`config.mk`:
```
export PLATFORM = sky130hd
export DESIGN_NAME = bfm_ahbl2apb_pm
export DESIGN_NICKNAME = d
export VERILOG_FILES = /design/src/rtl/bfm_ahbl2apb_pkg.sv /design/src/rtl/bfm_ahbl2apb_wdog.sv /design/src/rtl/bfm_ahbl2apb_pm.sv
export SDC_FILE = /design/constraint.sdc
export NUM_CORES = 1
export LEC_CHECK = 0
export CAP_MARGIN = 25
export CORE_MARGIN = 2
export CORE_UTILIZATION = 40
export CTS_CLUSTER_SIZE = 28
export DETAILED_ROUTE_END_ITERATION = 6
export GPL_TIMING_DRIVEN = 0
export PLACE_DENSITY_LB_ADDON = 0.1
export SLEW_MARGIN = 20
export SYNTH_ARGS = -nofsm -noshare
export SYNTH_HDL_FRONTEND = slang
export SYNTH_HIERARCHICAL = 1
export SYNTH_SLANG_ARGS = --single-unit
```
`constraint.sdc`:
```
create_clock -name PCLK_PM -period 4.42 [get_ports PCLK_PM]
set_clock_uncertainty 0.1 [all_clocks]
set_input_delay 0.884 -clock PCLK_PM [delete_from_list [all_inputs] [get_ports PCLK_PM]]
set_output_delay 0.884 -clock PCLK_PM [all_outputs]
set_load 0.005 [all_outputs]
```
`src/rtl/bfm_ahbl2apb_pkg.sv`:
```
// Shared types and constants for the AHB-Lite to APB (PM side) bridge.
// Optional ACCESS watchdog is enabled by defining BFM_AHBL2APB_TIMEOUT_EN.
package bfm_ahbl2apb_pkg;

    typedef enum logic [2:0] {
        ST_IDLE,
        ST_DPHASE,
        ST_SETUP,
        ST_ACCESS,
        ST_RESP,
        ST_ERR1,
        ST_ERR2
    } state_t;

    localparam logic [1:0] HTRANS_IDLE   = 2'b00;
    localparam logic [1:0] HTRANS_BUSY   = 2'b01;
    localparam logic [1:0] HTRANS_NONSEQ = 2'b10;
    localparam logic [1:0] HTRANS_SEQ    = 2'b11;

    localparam logic HRESP_OKAY  = 1'b0;
    localparam logic HRESP_ERROR = 1'b1;

    // Largest supported HSIZE (word); anything wider is answered with ERROR.
    localparam logic [2:0] HSIZE_MAX = 3'd2;

    localparam logic [31:0] TIMEOUT_RDATA = 32'hDEAD_BEEF;

endpackage

```
`src/rtl/bfm_ahbl2apb_wdog.sv`:
```
// ACCESS-phase watchdog: counts ACCESS cycles and flags expiry at TIMEOUT-1.
// Only instantiated when BFM_AHBL2APB_TIMEOUT_EN is defined.
module bfm_ahbl2apb_wdog #(
    parameter int TIMEOUT = 1024
) (
    input  logic clk,
    input  logic rstn,
    input  logic clr,
    input  logic en,
    output logic expired
);

    logic [15:0] cnt_reg;

    always_ff @(posedge clk or negedge rstn) begin
        if (!rstn) begin
            cnt_reg <= '0;
        end else if (clr) begin
            cnt_reg <= '0;
        end else if (en && !expired) begin
            cnt_reg <= cnt_reg + 16'd1;
        end
    end

    assign expired = en && (cnt_reg == 16'(TIMEOUT - 1));

endmodule

```
`src/rtl/bfm_ahbl2apb_pm.sv`:
```
// AHB-Lite slave to single-channel APB master, driving the PM port of the APB clock-domain bridge.
// Define BFM_AHBL2APB_TIMEOUT_EN to abort ACCESS after TIMEOUT cycles with an ERROR response.
module bfm_ahbl2apb_pm
    import bfm_ahbl2apb_pkg::*;
#(
    parameter int TPD     = 1,
    parameter int TIMEOUT = 1024
) (
    input  logic        PCLK_PM,
    input  logic        PRESETN_PM,
    input  logic        HSEL,
    input  logic [31:0] HADDR,
    input  logic        HWRITE,
    input  logic [1:0]  HTRANS,
    input  logic [2:0]  HSIZE,
    input  logic        HREADY,
    input  logic [31:0] HWDATA,
    output logic [31:0] HRDATA,
    output logic        HREADYOUT,
    output logic        HRESP,
    output logic [31:0] PADDR_PM,
    output logic        PWRITE_PM,
    output logic        PENABLE_PM,
    output logic [31:0] PWDATA_PM,
    input  logic [31:0] PRDATA_PM,
    input  logic        PREADY_PM,
    input  logic        PSLVERR_PM
);

    state_t      state_reg;
    state_t      state_next;
    logic [31:0] paddr_reg;
    logic [31:0] pwdata_reg;
    logic [31:0] hrdata_reg;
    logic        pwrite_reg;
    logic        accept;
    logic        size_err;
    logic        access_done;
    logic        timeout_hit;

    // TPD only models output delay in behavioural sims; this model is zero-delay.
    generate
        if (TPD < 0 || TIMEOUT < 2 || TIMEOUT > 65535) begin : g_param_out_of_range
        end
    endgenerate

    assign accept      = HSEL && HREADY && (HTRANS == HTRANS_NONSEQ || HTRANS == HTRANS_SEQ);
    assign size_err    = (HSIZE > HSIZE_MAX);
    assign access_done = (state_reg == ST_ACCESS) && PREADY_PM;

`ifdef BFM_AHBL2APB_TIMEOUT_EN
    bfm_ahbl2apb_wdog #(
        .TIMEOUT (TIMEOUT)
    ) u_wdog (
        .clk     (PCLK_PM),
        .rstn    (PRESETN_PM),
        .clr     (state_reg == ST_SETUP),
        .en      (state_reg == ST_ACCESS),
        .expired (timeout_hit)
    );
`else
    assign timeout_hit = 1'b0;
`endif

    always_comb begin
        state_next = state_reg;
        case (state_reg)
            ST_IDLE, ST_RESP: begin
                if (accept) begin
                    state_next = size_err ? ST_ERR1 : ST_DPHASE;
                end else begin
                    state_next = ST_IDLE;
                end
            end
            ST_DPHASE: state_next = ST_SETUP;
            ST_SETUP:  state_next = ST_ACCESS;
            ST_ACCESS: begin
                // A completion on the expiry cycle wins over the timeout.
                if (PREADY_PM) begin
                    state_next = PSLVERR_PM ? ST_ERR1 : ST_RESP;
                end else if (timeout_hit) begin
                    state_next = ST_ERR1;
                end
            end
            ST_ERR1:   state_next = ST_ERR2;
            ST_ERR2:   state_next = ST_IDLE;
            default:   state_next = ST_IDLE;
        endcase
    end

    always_ff @(posedge PCLK_PM or negedge PRESETN_PM) begin
        if (!PRESETN_PM) begin
            state_reg  <= ST_IDLE;
            paddr_reg  <= '0;
            pwrite_reg <= 1'b0;
            pwdata_reg <= '0;
            hrdata_reg <= '0;
        end else begin
            state_reg <= state_next;
            if (state_next == ST_IDLE) begin
                paddr_reg  <= '0;
                pwrite_reg <= 1'b0;
                pwdata_reg <= '0;
            end else if (state_next == ST_DPHASE) begin
                paddr_reg  <= HADDR;
                pwrite_reg <= HWRITE;
            end
            if (state_reg == ST_DPHASE) begin
                pwdata_reg <= pwrite_reg ? HWDATA : '0;
            end
            if (access_done && !pwrite_reg) begin
                hrdata_reg <= PRDATA_PM;
            end else if ((state_reg == ST_ACCESS) && timeout_hit) begin
                hrdata_reg <= TIMEOUT_RDATA;
            end
        end
    end

    assign HREADYOUT  = (state_reg == ST_IDLE) || (state_reg == ST_RESP) || (state_reg == ST_ERR2);
    assign HRESP      = ((state_reg == ST_ERR1) || (state_reg == ST_ERR2)) ? HRESP_ERROR : HRESP_OKAY;
    assign HRDATA     = hrdata_reg;
    assign PADDR_PM   = paddr_reg;
    assign PWRITE_PM  = pwrite_reg;
    assign PENABLE_PM = (state_reg == ST_ACCESS);
    assign PWDATA_PM  = pwdata_reg;

endmodule

```
Word-level counts from Yosys, hierarchy flattened
Cells that the tools add are included.
{"block": "classes", "muxes": 13, "reduce_logical": 14, "eq_ne": 9, "order_cmp": 1}
{"cell": "$mux 32", "n": 5}
{"cell": "$pmux 3 s5", "n": 1}
{"cell": "$eq 3x3->1 const B", "n": 3}
{"cell": "$mux 3", "n": 3}
{"cell": "$eq 3x1->1 const B", "n": 2}
{"cell": "$eq 3x2->1 const B", "n": 2}
{"cell": "$logic_not 3->1", "n": 2}
{"cell": "$eq 2x2->1 const B", "n": 2}
{"cell": "$logic_and 1x1->1", "n": 4}
{"cell": "$logic_or 1x1->1", "n": 4}
{"cell": "$mux 1", "n": 4}
{"cell": "$reduce_bool 2->1", "n": 2}
{"cell": "$gt 3x2->1 const B", "n": 1}
{"cell": "$reduce_or 2->1", "n": 1}
{"cell": "$logic_not 1->1", "n": 1}
{"block": "word_totals", "wordCells": 42, "inputBits": 108, "ff_bits": 100, "out_inout_bits": 100}

Logic depth before layout (Yosys ltp)
Gate-level depths: netlist of the first run.
{"block": "logic_depth", "depth_word": 8, "ltp_mapped": 5, "mapped_depth_nobuf": 3}

Least setup slack after synthesis of the first run
No wires, ideal clock.
{"block": "synth_timing", "kind": "input to register", "start": "in PREADY_PM", "end": "reg hrdata_reg[10] (netlist: HRDATA[10])", "setup_ns": 0.125, "path_buffers": 1, "required_ns": 4.195, "setup_slack_ns": 2.482, "arrival_ns": 1.713, "cell_stages": 4, "path_cell_list": "nand2_1 -> nor3_4 -> buf_6 -> mux2_2"}
{"block": "synth_via", "elab_chain_len": 2}
{"item": "from (decl)", "line_no": "bfm_ahbl2apb_pm.sv:26", "rtl": "input logic PREADY_PM,"}
{"item": "$logic_and 1x1->1", "line_no": "bfm_ahbl2apb_pm.sv:49", "rtl": "assign access_done = (state_reg == ST_ACCESS) && PREADY_PM;"}
{"item": "$logic_and 1x1->1", "line_no": "bfm_ahbl2apb_pm.sv:111", "rtl": "if (access_done && !pwrite_reg) begin"}
{"item": "to (signal assigned)", "line_no": "bfm_ahbl2apb_pm.sv:97", "rtl": "hrdata_reg <= '0;"}
{"item": "to (signal assigned)", "line_no": "bfm_ahbl2apb_pm.sv:112", "rtl": "hrdata_reg <= PRDATA_PM;"}
{"item": "to (signal assigned)", "line_no": "bfm_ahbl2apb_pm.sv:114", "rtl": "hrdata_reg <= TIMEOUT_RDATA;"}
{"item": "to (decl)", "line_no": "bfm_ahbl2apb_pm.sv:34", "rtl": "logic [31:0] hrdata_reg;"}
Every way passes these cells.
A chain may end at the register's enable or synchronous reset.

Worst setup path after layout of the first run
{"block": "layout_timing", "start": "reg state_reg[2]", "end": "out HREADYOUT"}
{"block": "layout_via", "elab_chain_len": 3, "word_cells_on_any_way": 5, "cone_classes": "eq/ne: 2; reduce/logical: 3"}
{"item": "from (decl)", "line_no": "bfm_ahbl2apb_pm.sv:30", "rtl": "state_t state_reg;"}
{"item": "from (signal assigned)", "line_no": "bfm_ahbl2apb_pm.sv:99", "rtl": "state_reg <= state_next;"}
{"item": "$eq 3x3->1 / $logic_not 3->1 (equally long branches)", "line_no": "bfm_ahbl2apb_pm.sv:119", "rtl": "assign HREADYOUT = (state_reg == ST_IDLE) || (state_reg == ST_RESP) || (state_reg == ST_ERR2);"}
{"item": "$logic_or 1x1->1", "line_no": "bfm_ahbl2apb_pm.sv:119"}
{"item": "$logic_or 1x1->1 (*)", "line_no": "bfm_ahbl2apb_pm.sv:119"}
{"item": "to (decl)", "line_no": "bfm_ahbl2apb_pm.sv:19", "rtl": "output logic HREADYOUT,"}
Every way passes the cells marked *; elsewhere a longest branch is shown, timed or not.

==> flow_summary.html, run 1 <==
<table>
<tr><th>Metric</th><th>Value</th></tr>
<tr><th colspan="2">Setup path</th></tr>
<tr><td>Top Family by Delay on Critical Path</td><td>buffers and inverters</td></tr>
<tr><td>Buffers &amp; Inverters on Critical Path</td><td>1</td></tr>
<tr><td>Setup CP Type</td><td>flip-flop to output pin</td></tr>
<tr><td>Reg-to-reg slack, setup</td><td>between 2000 and 3000 ps</td></tr>
<tr><td>Endpoint required time on the critical path</td><td>3440 ps</td></tr>
<tr><td>Endpoint of the worst register-to-register path</td><td>HRDATA[21]</td></tr>
<tr><td>Slowest cell delay on critical path</td><td>between 500 and 600 ps</td></tr>
<tr><td>Cell with the largest stage delay on the worst path</td><td>clkdlybuf4s50_1</td></tr>
<tr><td>Critical Path Start</td><td>state_reg[2]</td></tr>
<tr><td>Crit path capture type</td><td>output pin</td></tr>
<tr><td>Worst R2R Path Depth</td><td>4</td></tr>
<tr><td>Category of the worst setup path launch point</td><td>flip-flop</td></tr>
<tr><td>Data arrival time of the critical path</td><td>1710 ps</td></tr>
<tr><td>Crit path max fanout</td><td>7</td></tr>
<tr><td>Worst reg2reg path startpoint</td><td>state_reg[2]</td></tr>
<tr><td>Cells along the critical path</td><td>nand2b_4 &gt; and2_1 &gt; clkdlybuf4s50_1</td></tr>
<tr><th colspan="2">Clock tree</th></tr>
<tr><td>Total clock buffers created by CTS</td><td>9</td></tr>
<tr><td>Clock tree root driver cell</td><td>clkbuf_8</td></tr>
<tr><td>Clock insertion delay at the later pin of the skew report</td><td>~350 ps</td></tr>
<tr><td>Number of buffers on the longest clock path</td><td>2</td></tr>
<tr><td>Post-cts repair resize count</td><td>0</td></tr>
<tr><td>Sinks on Clock Net</td><td>100</td></tr>
<tr><td>Hold_buf cts</td><td>0</td></tr>
<tr><td>Setup bufs post-CTS</td><td>0</td></tr>
<tr><td>Clock edge transition at the registers on the reported setup and hold paths</td><td>~100 ps</td></tr>
<tr><td>Maximum level of the CTS H-tree</td><td>3</td></tr>
<tr><td>CTS tree</td><td>built</td></tr>
<tr><th colspan="2">STA</th></tr>
<tr><td>Relative slew margins</td><td>0.711</td></tr>
<tr><td>Final Hold Vio Count</td><td>0</td></tr>
<tr><td>Setup repair after global routing missed its margin</td><td>no</td></tr>
<tr><td>Final critical-path share of the clock period</td><td>0.609</td></tr>
<tr><td>Least-Margin Pin Slew</td><td>between 400 and 500 ps</td></tr>
<tr><td>Pins over their slew limit</td><td>0</td></tr>
<tr><td>Final period demand of the worst path</td><td>2690 ps</td></tr>
<tr><td>Worst hold margin</td><td>between 300 and 400 ps</td></tr>
<tr><td>Number of failing setup endpoints in the final timing report</td><td>0</td></tr>
<tr><td>Max Clk Rate</td><td>0.372 GHz</td></tr>
<tr><th colspan="2">Cells and area</th></tr>
<tr><td>Total inserted antenna cells</td><td>0</td></tr>
<tr><td>Layout area overhead</td><td>65.1%</td></tr>
<tr><td>Nets</td><td>~570</td></tr>
<tr><td>Proportion of layout cells with a drive suffix above 1</td><td>0.153</td></tr>
<tr><th colspan="2">Logic synthesis</th></tr>
<tr><td>Number of enable-type register cells in the synthesized netlist</td><td>0</td></tr>
<tr><td>Flip-flop cell with the highest count after synthesis</td><td>dfrtp_1</td></tr>
<tr><td>Netlist area before placement</td><td>around 3800 um^2</td></tr>
<tr><td>Most common cell in the netlist</td><td>dfrtp_1</td></tr>
<tr><td>Proportion of register bits with asynchronous set or reset after synthesis</td><td>1.00</td></tr>
<tr><td>Adder and majority cell fraction of the synthesized area</td><td>0</td></tr>
<tr><td>Multiplexer fraction of the synthesized cell area</td><td>0.0974</td></tr>
<tr><td>Share of synthesized area occupied by flip-flops and latches</td><td>0.658</td></tr>
<tr><td>Synth warnings</td><td>6</td></tr>
<tr><td>Largest family of logic cells by synthesized area</td><td>compound AO/OA/AOI/OAI gates</td></tr>
<tr><td>Top post-synthesis cells by count</td><td>dfrtp_1 (100), a22o_1 (65), mux2_2 (31)</td></tr>
<tr><td>Post-Synthesis Cells</td><td>240</td></tr>
<tr><td>Synthesized flop and latch total</td><td>100</td></tr>
<tr><td>Compound-cell area share of the yosys netlist</td><td>0.163</td></tr>
<tr><td>Mean instance size in the synthesized netlist</td><td>15.8 um^2</td></tr>
<tr><td>Net count of the mapped netlist</td><td>~350</td></tr>
<tr><td>Share of the synthesized area in the top cell type</td><td>0.658</td></tr>
<tr><td>Library cell occupying the most area in the post-synthesis netlist</td><td>dfrtp_1</td></tr>
<tr><td>Netlist cell types</td><td>26</td></tr>
<tr><td>Most area-consuming cells after synthesis</td><td>dfrtp_1 (66%), a22o_1 (15%), mux2_2 (9.2%), buf_6 (2.1%), buf_4 (1.4%)</td></tr>
<tr><td>Post-synthesis xor/xnor area fraction</td><td>0.00230</td></tr>
<tr><td>Basic-gate share of the synthesized area counting and, or, nand and nor cells</td><td>0.0395</td></tr>
<tr><th colspan="2">Power</th></tr>
<tr><td>Total net switching power</td><td>approximately 0.00084 W</td></tr>
<tr><td>Register share of total power</td><td>0.404</td></tr>
<tr><td>Clock power share</td><td>0.216</td></tr>
<tr><td>Leak Pwr</td><td>2.72 nW</td></tr>
<tr><td>Net Sw Frac</td><td>0.280</td></tr>
<tr><td>Share of power burned in combinational logic</td><td>0.380</td></tr>
<tr><td>Cell Int Power</td><td>around 0.0022 W</td></tr>
<tr><td>P per Cell Area</td><td>~480 nW/um^2</td></tr>
<tr><td>Worst IR drop on VDD</td><td>between 0.2 and 0.3 mV</td></tr>
<tr><td>Power, Total</td><td>0.00300 W</td></tr>
<tr><th colspan="2">Route</th></tr>
<tr><td>Routed WL</td><td>about 9.6 mm</td></tr>
<tr><td>Total iterations of the first detailed-routing run</td><td>4</td></tr>
<tr><td>Vias per cell</td><td>4.88</td></tr>
<tr><td>Count of nets left with antenna violations after detail routing</td><td>0</td></tr>
<tr><td>Number of DRC markers in iteration 0</td><td>96</td></tr>
<tr><td>Via Count</td><td>2,890</td></tr>
<tr><td>Routed len/inst</td><td>around 16 um</td></tr>
<tr><td>Post-route DRC violation count</td><td>0</td></tr>
<tr><th colspan="2">Placed design</th></tr>
<tr><td>PortBufs</td><td>approximately 210</td></tr>
<tr><td>Post-detailed-placement half-perimeter wirelength</td><td>7.04 mm</td></tr>
<tr><td>Gpl congestion</td><td>about 0.78</td></tr>
<tr><th colspan="2">GRT</th></tr>
<tr><td>Maximum number of pins on one net before global-route repair</td><td>between 50 and 60</td></tr>
<tr><td>Vias in the first global route</td><td>between 2,000 and 3,000</td></tr>
<tr><td>First-pass GRT wire length</td><td>roughly 15 mm</td></tr>
<tr><td>Number of antenna violations at the first check in global routing</td><td>0</td></tr>
<tr><td>Global router's overall resource usage</td><td>0.186</td></tr>
<tr><td>Overflow after GRT</td><td>0</td></tr>
<tr><th colspan="2">Floorplan</th></tr>
<tr><td>Die Wd</td><td>a little over 100 um</td></tr>
<tr><td>Die Span Y</td><td>102 um</td></tr>
<tr><td>Core footprint</td><td>9240 um^2</td></tr>
<tr><td>Area of the die</td><td>~10,000 um^2</td></tr>
<tr><td># IOs</td><td>approximately 210</td></tr>
<tr><td>Core Rows</td><td>35</td></tr>
<tr><td>Initial Util</td><td>0.412</td></tr>
<tr><th colspan="2">Outcome</th></tr>
<tr><td>Run status</td><td>complete, no violations</td></tr>
<tr><th colspan="2">Flow run</th></tr>
<tr><td>Max-Cap Viols</td><td>0</td></tr>
<tr><th colspan="2">Hold path</th></tr>
<tr><td>Kind of path behind the tightest hold check</td><td>input pin to asynchronous set/reset pin</td></tr>
</table>
-- worst max path at each step --
stage	endpoint	slack, ps	cells past startpoint
after detailed placement	HRDATA[26]	1830	5
after floorplan	HRDATA[10]	2480	4
after CTS	HREADYOUT	1710	3
final	HREADYOUT	1730	3
after global placement	PWDATA_PM[1]	-1330	1
after global routing	HRESP	1640	4
-- stage by stage --
step	cell area [um^2]	utilization	setup TNS (ps)	std cells	setup WS [ps]
after floorplan	3800	-	0	240	2480
after global placement	6030	0.652	-132450	575	-1330
after detailed placement	6060	0.655	0	576	1830
after CTS	6280	0.680	0	592	1710
after global routing	6280	0.680	0	592	1640
final	6280	0.680	0	592	1730
-- layer usage --
layer | global-route usage | up-vias | routed length [um]
met3 | 0.0614 | 13 | 797
met1 | 0.244 | 1416 | 4150
met5 | 0 | - | 0
li1 | - | 1335 | -
met4 | 0.0624 | 0 | 120
met2 | 0.293 | 126 | 4520
-- worst reg2reg max path: cells and delay by family (launching register included) --
family / cells / cell delay, ps
buffers and inverters: 1 / 210
DFF: 1 / 480
muxes: 1 / 350
and+or+nand+nor: 2 / 530
-- cell families after synthesis --
logic type / Yosys count
mux: 33
compound gates: 73
xor+xnor: 1
flops: 100
buf+inv: 18
simple gates: 15
-- power by group through the flow --
stage | Sequential [W] | Combinational [W] | Clock [W]
final | 0.00121 | 0.00114 | 0.000650
after global placement | 0.00123 | 0.00114 | 0
after floorplan | 0.00125 | 0.000513 | 0
after global routing | 0.00124 | 0.00125 | 0.000702
after detailed placement | 0.00123 | 0.00116 | 0
after CTS | 0.00122 | 0.00116 | 0.000662
-- placed cells by master, fill, tap and decap left out, drive strengths merged, types with 2 or more instances in the layout --
cell and n:
clkdlybuf4s50 205, dfrtp 100, a22o 65, mux2 32, buf 19, clkbuf 11, a21oi 4, and2 3
nand2 2, nor2 2, clkinvlp 2, bufinv 2, nand4b 2, nor3 2, inv 2, nand2b 2
-- final cells by class --
type	count	area, um^2
Buffer	17	146
Clock buffer	11	141
Clock inverter	5	83.8
Fill cell	745	2960
Inverter	1	3.75
Multi-Input combinational cell	122	1150
Sequential cell	100	2500
Tap cell	129	161
Timing Repair Buffer	207	2090
Power figures use the tool's default switching activity.
==> run 2, diff against run 1 <==
- CORE_UTILIZATION: 40 -> 39
- clock period: 4.42 -> 2.58 ns (I/O delays scaled with it)
==> run 2 against run 1 <==
  * Final area grew 0.38%
  * Non-clock buffer count grew 1
  * Sequential share of layout area shrank 0.15 points
  * Register-to-register slack lost 1800 ps
  * Power grew 72%
  * Via count shrank 1.7%
  * Sequential power grew 72%
  * First-iteration DRC count shrank 60%
  * Routed wire length grew 1.3%
  * Critical path type unchanged
  * Largest cell class unchanged
  * Largest power group unchanged
==> flow_summary.html, run 2 (same netlist as run 1, synthesis figures left out) <==
<table>
<tr><th>Metric</th><th>Value</th></tr>
<tr><th colspan="2">Outcome</th></tr>
<tr><td>Run status</td><td>complete, no violations</td></tr>
<tr><th colspan="2">GRT</th></tr>
<tr><td>Maximum number of pins on one net before global-route repair</td><td>52</td></tr>
<tr><td>Number of antenna violations at the first check in global routing</td><td>0</td></tr>
<tr><td>Vias in the first global route</td><td>around 3,000</td></tr>
<tr><td>First-pass GRT wire length</td><td>15.1 mm</td></tr>
<tr><td>Global router's overall resource usage</td><td>0.186</td></tr>
<tr><td>Overflow after GRT</td><td>0</td></tr>
<tr><th colspan="2">Cells and area</th></tr>
<tr><td>Nets</td><td>~570</td></tr>
<tr><td>Core occupancy in the finished layout</td><td>0.654</td></tr>
<tr><td>Fill cells</td><td>774</td></tr>
<tr><td>Total inserted antenna cells</td><td>0</td></tr>
<tr><td>Proportion of layout cells with a drive suffix above 1</td><td>0.153</td></tr>
<tr><td>Layout area overhead</td><td>65.8%</td></tr>
<tr><td>Commonest non-fill, non-tap cells in the layout</td><td>clkdlybuf4s50_1 (205), dfrtp_1 (100), a22o_1 (65), mux2_2 (31), clkbuf_8 (12)</td></tr>
<tr><td>Most common library cell in the layout ignoring fill and taps</td><td>clkdlybuf4s50_1</td></tr>
<tr><th colspan="2">Power</th></tr>
<tr><td>Worst IR drop on VDD</td><td>roughly 0.39 mV</td></tr>
<tr><td>Leak Pwr</td><td>2.74 nW</td></tr>
<tr><td>P per Cell Area</td><td>820 nW/um^2</td></tr>
<tr><th colspan="2">Setup path</th></tr>
<tr><td>Data arrival time of the critical path</td><td>1700 ps</td></tr>
<tr><td>Crit path max fanout</td><td>7</td></tr>
<tr><td>Worst R2R Path Depth</td><td>4</td></tr>
<tr><td>Category of the worst setup path launch point</td><td>flip-flop</td></tr>
<tr><td>Endpoint of the worst register-to-register path</td><td>HRDATA[29]</td></tr>
<tr><td>Reg-to-reg slack, setup</td><td>between 800 and 900 ps</td></tr>
<tr><td>Setup CP Type</td><td>flip-flop to output pin</td></tr>
<tr><td>Endpoint required time on the critical path</td><td>just under 2000 ps</td></tr>
<tr><td>Worst reg2reg path startpoint</td><td>state_reg[2]</td></tr>
<tr><td>Crit path capture type</td><td>output pin</td></tr>
<tr><th colspan="2">Placed design</th></tr>
<tr><td>Post-detailed-placement half-perimeter wirelength</td><td>~7.3 mm</td></tr>
<tr><td>PortBufs</td><td>206</td></tr>
<tr><td>Gpl congestion</td><td>0.714</td></tr>
<tr><th colspan="2">Clock tree</th></tr>
<tr><td>Clock tree root driver cell</td><td>clkbuf_8</td></tr>
<tr><td>Number of buffers on the longest clock path</td><td>2</td></tr>
<tr><td>Post-cts repair resize count</td><td>0</td></tr>
<tr><td>Clock insertion delay at the later pin of the skew report</td><td>~340 ps</td></tr>
<tr><td>Maximum level of the CTS H-tree</td><td>3</td></tr>
<tr><td>Hold_buf cts</td><td>1</td></tr>
<tr><td>CTS tree</td><td>built</td></tr>
<tr><td>Sinks on Clock Net</td><td>100</td></tr>
<tr><td>Clock edge transition at the registers on the reported setup and hold paths</td><td>about 90 ps</td></tr>
<tr><td>Setup bufs post-CTS</td><td>0</td></tr>
<tr><td>Total clock buffers created by CTS</td><td>9</td></tr>
<tr><th colspan="2">STA</th></tr>
<tr><td>Setup repair after global routing missed its margin</td><td>no</td></tr>
<tr><td>Least-Margin Pin Slew</td><td>464 ps</td></tr>
<tr><td>Final critical-path share of the clock period</td><td>0.900</td></tr>
<tr><td>Pins over their slew limit</td><td>0</td></tr>
<tr><td>Number of failing setup endpoints in the final timing report</td><td>0</td></tr>
<tr><td>Final period demand of the worst path</td><td>2320 ps</td></tr>
<tr><td>Relative slew margins</td><td>0.691</td></tr>
<tr><td>Worst hold margin</td><td>around 400 ps</td></tr>
<tr><td>Final Hold Vio Count</td><td>0</td></tr>
<tr><td>Max Clk Rate</td><td>approximately 0.43 GHz</td></tr>
<tr><th colspan="2">Floorplan</th></tr>
<tr><td>Die Span Y</td><td>a little over 100 um</td></tr>
<tr><td>Core Rows</td><td>36</td></tr>
<tr><td># IOs</td><td>around 210</td></tr>
<tr><td>Initial Util</td><td>0.395</td></tr>
<tr><td>Die Wd</td><td>a little over 100 um</td></tr>
<tr><td>Core footprint</td><td>between 9000 and 10,000 um^2</td></tr>
<tr><td>Area of the die</td><td>between 10,000 and 15,000 um^2</td></tr>
<tr><th colspan="2">Flow run</th></tr>
<tr><td>Max-Cap Viols</td><td>0</td></tr>
<tr><th colspan="2">Hold path</th></tr>
<tr><td>Hold path depth</td><td>1</td></tr>
<tr><td>Kind of path behind the tightest hold check</td><td>flip-flop to flip-flop</td></tr>
<tr><td>Hold Path End</td><td>HRDATA[6]</td></tr>
<tr><td>Start point of the worst hold path</td><td>HRDATA[6]</td></tr>
<tr><th colspan="2">Route</th></tr>
<tr><td>Count of nets left with antenna violations after detail routing</td><td>0</td></tr>
<tr><td>Post-route DRC violation count</td><td>0</td></tr>
<tr><td>Total iterations of the first detailed-routing run</td><td>4</td></tr>
<tr><td>Number of DRC markers in iteration 0</td><td>38</td></tr>
<tr><td>Vias per cell</td><td>4.77</td></tr>
<tr><td>Routed len/inst</td><td>16.3 um</td></tr>
<tr><td>Routed WL</td><td>between 9 and 10 mm</td></tr>
<tr><td>Via Count</td><td>2,840</td></tr>
</table>
## run 2: cell types whose count changed in the layout (fill, tap and decap cells not counted), sizes merged
cell,previous run,this run
clkinvlp,2,0
clkinv,0,1
inv,2,1
clkbuf,11,12
dlygate4sd3,0,1
## run 2: critical path: stages (launching register included)
cell and delay, ps:
dfrtp_1 500, nand2b_4 210, and2_1 140, clkdlybuf4s50_1 520
## run 2: area by class of cell
cell class,count,area [um^2],share of cell area
flip-flops and latches,100,2500,0.397
clock buffers,12,165,0.0262
clock inverters,3,68.8,0.0109
plain buffers,17,146,0.0232
multi-input cells,122,1150,0.183
well taps,133,166,0.0264
inverters,1,3.75,0.000595
repair buffers,208,2100,0.333
## run 2: per-layer routing
metal  part of all wire  wire, um  track usage  vias to the layer above
li1                   -         -            -                     1337
met5                  0         0            0                        -
met2               0.48      4680        0.295                      121
met3              0.079       770       0.0617                       14
met1               0.42      4070        0.243                     1368
met4              0.019       189       0.0567                        0
## run 2: where the power goes
part	total, W	switching (W)	internal, W	leakage (nW)
Sequential	0.00208	0.000169	0.00191	1.32
Combinational	0.00196	0.000742	0.00122	1.30
Clock	0.00113	0.000508	0.000623	0.119
Total	0.00517	0.00142	0.00375	2.74
## run 2: worst max-delay path by stage
stage	start	to	slack [ps]	depth (start not counted)
after floorplan	state_reg[2]	HRDATA[10]	970	4
after global placement	PRESETN_PM	PADDR_PM[11]	-2850	1
after detailed placement	PREADY_PM	HRDATA[14]	370	5
after CTS	state_reg[2]	HREADYOUT	250	3
after global routing	state_reg[2]	HREADYOUT	160	3
final	state_reg[2]	HREADYOUT	260	3
## run 2: metrics by stage
step           setup TNS, ps  std cells  area [um^2]  power (W)  worst slack (ps)
2_1_floorplan              0        240         3800    0.00301               974
3_3_place_gp         -284070        579         6030    0.00405             -2850
3_5_place_dp               0        580         6060    0.00410               375
4_1_cts                    0        596         6300    0.00524               245
5_1_grt                    0        596         6300    0.00549               163
6_report                   0        596         6300    0.00517               259
==> run 3, diff against run 2 <==
- CORE_ASPECT_RATIO: default -> 1.4
- clock period: 2.58 -> 2.5 ns (I/O delays scaled with it)
==> run 3 against run 2 <==
  * Routed wire length down 0.45%
  * Die area rose by 0.11%
  * Non-clock buffer count is the same
  * Highest routed layer unchanged
  * Power increased by 7.1%
  * Global-route usage about the same
  * Critical path type unchanged
  * Setup slack worse by 38 ps
  * Final area up 0.50%
  * Flip-flop and latch count unchanged
  * Clock power rose by 20%
  * Count of clock-buffer cells in the layout decreased by 1
  * Critical path depth unchanged
==> flow_summary.html, run 3 (same netlist as run 1, synthesis figures left out) <==
<table>
<tr><th>Metric</th><th>Value</th></tr>
<tr><th colspan="2">Outcome</th></tr>
<tr><td>Run status</td><td>complete, no violations</td></tr>
<tr><th colspan="2">Clock tree</th></tr>
<tr><td>Total clock buffers created by CTS</td><td>9</td></tr>
<tr><td>Number of buffers on the longest clock path</td><td>2</td></tr>
<tr><td>Hold_buf cts</td><td>1</td></tr>
<tr><td>Sinks on Clock Net</td><td>100</td></tr>
<tr><td>Clock insertion delay at the later pin of the skew report</td><td>330 ps</td></tr>
<tr><td>CTS tree</td><td>built</td></tr>
<tr><td>Maximum level of the CTS H-tree</td><td>3</td></tr>
<tr><td>Clock edge transition at the registers on the reported setup and hold paths</td><td>around 60 ps</td></tr>
<tr><td>Post-cts repair resize count</td><td>0</td></tr>
<tr><td>Clock tree root driver cell</td><td>clkbuf_16</td></tr>
<tr><td>Setup bufs post-CTS</td><td>0</td></tr>
<tr><th colspan="2">Cells and area</th></tr>
<tr><td>Proportion of layout cells with a drive suffix above 1</td><td>0.151</td></tr>
<tr><td>Most common library cell in the layout ignoring fill and taps</td><td>clkdlybuf4s50_1</td></tr>
<tr><td>Total inserted antenna cells</td><td>0</td></tr>
<tr><td>Commonest non-fill, non-tap cells in the layout</td><td>clkdlybuf4s50_1 (205), dfrtp_1 (100), a22o_1 (65), mux2_2 (31), clkbuf_16 (9)</td></tr>
<tr><td>Fill cells</td><td>between 700 and 800</td></tr>
<tr><td>Nets</td><td>567</td></tr>
<tr><td>Layout area overhead</td><td>66.6%</td></tr>
<tr><td>Core occupancy in the finished layout</td><td>0.670</td></tr>
<tr><th colspan="2">Setup path</th></tr>
<tr><td>Crit path max fanout</td><td>7</td></tr>
<tr><td>Endpoint required time on the critical path</td><td>~1900 ps</td></tr>
<tr><td>Worst R2R Path Depth</td><td>4</td></tr>
<tr><td>Data arrival time of the critical path</td><td>1680 ps</td></tr>
<tr><td>Critical Path Start</td><td>state_reg[2]</td></tr>
<tr><td>Reg-to-reg slack, setup</td><td>approximately 760 ps</td></tr>
<tr><td>Crit path capture type</td><td>output pin</td></tr>
<tr><td>Category of the worst setup path launch point</td><td>flip-flop</td></tr>
<tr><td>Worst reg2reg path startpoint</td><td>state_reg[2]</td></tr>
<tr><td>Setup CP Type</td><td>flip-flop to output pin</td></tr>
<tr><td>Endpoint of the worst register-to-register path</td><td>HRDATA[19]</td></tr>
<tr><th colspan="2">Route</th></tr>
<tr><td>Vias per cell</td><td>5.04</td></tr>
<tr><td>Via Count</td><td>~2,900</td></tr>
<tr><td>Total iterations of the first detailed-routing run</td><td>4</td></tr>
<tr><td>Number of DRC markers in iteration 0</td><td>101</td></tr>
<tr><td>Routed len/inst</td><td>approximately 17 um</td></tr>
<tr><td>Post-route DRC violation count</td><td>0</td></tr>
<tr><td>Count of nets left with antenna violations after detail routing</td><td>0</td></tr>
<tr><td>Routed WL</td><td>roughly 9.7 mm</td></tr>
<tr><th colspan="2">Floorplan</th></tr>
<tr><td>Core Rows</td><td>between 40 and 50</td></tr>
<tr><td>Area of the die</td><td>10,600 um^2</td></tr>
<tr><td>Initial Util</td><td>0.402</td></tr>
<tr><td>Core footprint</td><td>between 9000 and 10,000 um^2</td></tr>
<tr><td># IOs</td><td>approximately 210</td></tr>
<tr><td>Die Span Y</td><td>121 um</td></tr>
<tr><td>Die Wd</td><td>between 80 and 90 um</td></tr>
<tr><th colspan="2">GRT</th></tr>
<tr><td>Maximum number of pins on one net before global-route repair</td><td>74</td></tr>
<tr><td>First-pass GRT wire length</td><td>approximately 15 mm</td></tr>
<tr><td>Global router's overall resource usage</td><td>0.185</td></tr>
<tr><td>Vias in the first global route</td><td>between 3,000 and 4,000</td></tr>
<tr><td>Number of antenna violations at the first check in global routing</td><td>0</td></tr>
<tr><td>Overflow after GRT</td><td>0</td></tr>
<tr><th colspan="2">Placed design</th></tr>
<tr><td>Pre-CTS WS</td><td>between 300 and 400 ps</td></tr>
<tr><td>PortBufs</td><td>between 200 and 250</td></tr>
<tr><td>Gpl congestion</td><td>approximately 0.75</td></tr>
<tr><td>Post-detailed-placement half-perimeter wirelength</td><td>approximately 7.3 mm</td></tr>
<tr><th colspan="2">Power</th></tr>
<tr><td>Net Sw Frac</td><td>0.275</td></tr>
<tr><td>Cell Int Power</td><td>roughly 0.004 W</td></tr>
<tr><td>Power, Total</td><td>~0.0055 W</td></tr>
<tr><td>Worst IR drop on VDD</td><td>roughly 0.43 mV</td></tr>
<tr><td>P per Cell Area</td><td>between 800 and 900 nW/um^2</td></tr>
<tr><td>Clock power share</td><td>0.245</td></tr>
<tr><td>Share of power burned in combinational logic</td><td>0.366</td></tr>
<tr><td>Register share of total power</td><td>0.388</td></tr>
<tr><td>Total net switching power</td><td>around 0.0015 W</td></tr>
<tr><td>Leak Pwr</td><td>~2.8 nW</td></tr>
<tr><th colspan="2">STA</th></tr>
<tr><td>Post-route worst setup slack</td><td>roughly 220 ps</td></tr>
<tr><td>Number of failing setup endpoints in the final timing report</td><td>0</td></tr>
<tr><td>Final critical-path share of the clock period</td><td>0.911</td></tr>
<tr><td>Final period demand of the worst path</td><td>approximately 2300 ps</td></tr>
<tr><td>Final Hold Vio Count</td><td>0</td></tr>
<tr><td>Relative slew margins</td><td>0.722</td></tr>
<tr><td>Max Clk Rate</td><td>between 0.4 and 0.5 GHz</td></tr>
<tr><td>Least-Margin Pin Slew</td><td>around 420 ps</td></tr>
<tr><td>Setup repair after global routing missed its margin</td><td>no</td></tr>
<tr><td>Accumulated negative setup slack</td><td>0 ps</td></tr>
<tr><td>Pins over their slew limit</td><td>0</td></tr>
<tr><th colspan="2">Hold path</th></tr>
<tr><td>Kind of path behind the tightest hold check</td><td>flip-flop to flip-flop</td></tr>
<tr><td>Start point of the worst hold path</td><td>PWDATA_PM[7]</td></tr>
<tr><td>Hold Path End</td><td>PWDATA_PM[7]</td></tr>
<tr><td>Hold path depth</td><td>1</td></tr>
<tr><th colspan="2">Flow run</th></tr>
<tr><td>Max-Cap Viols</td><td>0</td></tr>
</table>
[run 3: how the worst max path moves through the flow]
stage | endpoint | cells past startpoint
finish | HREADYOUT | 3
global route | HREADYOUT | 3
CTS | HREADYOUT | 3
detailed placement | HRDATA[19] | 5
global placement | PWDATA_PM[7] | 1
floorplan | HRDATA[10] | 4
[run 3: cell type report]
cell class	instances	area, um^2	area share
inverters	1	3.75	0.000592
flip-flops and latches	100	2500	0.395
well taps	110	138	0.0217
repair buffers	208	2100	0.332
clock inverters	5	61.3	0.00968
plain buffers	17	146	0.0231
multi-input cells	122	1150	0.182
clock buffers	11	233	0.0367
[run 3: critical path, stage by stage, from the launching register on]
cell	delay [ps]
dfrtp_1	490
nand2b_4	210
and2_1	120
clkdlybuf4s50_1	530
[run 3: power by group through the flow]
| stage | combinational [W] | clock (W) | sequential, W |
|---|---|---|---|
| CTS | 0.00206 | 0.00139 | 0.00215 |
| detailed placement | 0.00206 | 0 | 0.00218 |
| finish | 0.00203 | 0.00136 | 0.00215 |
| global placement | 0.00202 | 0 | 0.00216 |
| floorplan | 0.000907 | 0 | 0.00220 |
| global route | 0.00221 | 0.00146 | 0.00219 |
[run 3: through the flow]
stage                     hold slack (ps)  instances  area, um^2
after floorplan                       104        240        3800
after global placement                370        556        6000
after detailed placement              286        557        6030
after CTS                             401        574        6340
after global routing                  416        574        6340
final                                 396        574        6340
[run 3: per-layer routing]
layer / track usage / routed length (um) / vias to the layer above
met5: 0 / 0 / -
met4: 0.0587 / 129 / 0
met3: 0.0592 / 723 / 10
met2: 0.320 / 5010 / 117
met1: 0.216 / 3800 / 1432
li1: - / - / 1335
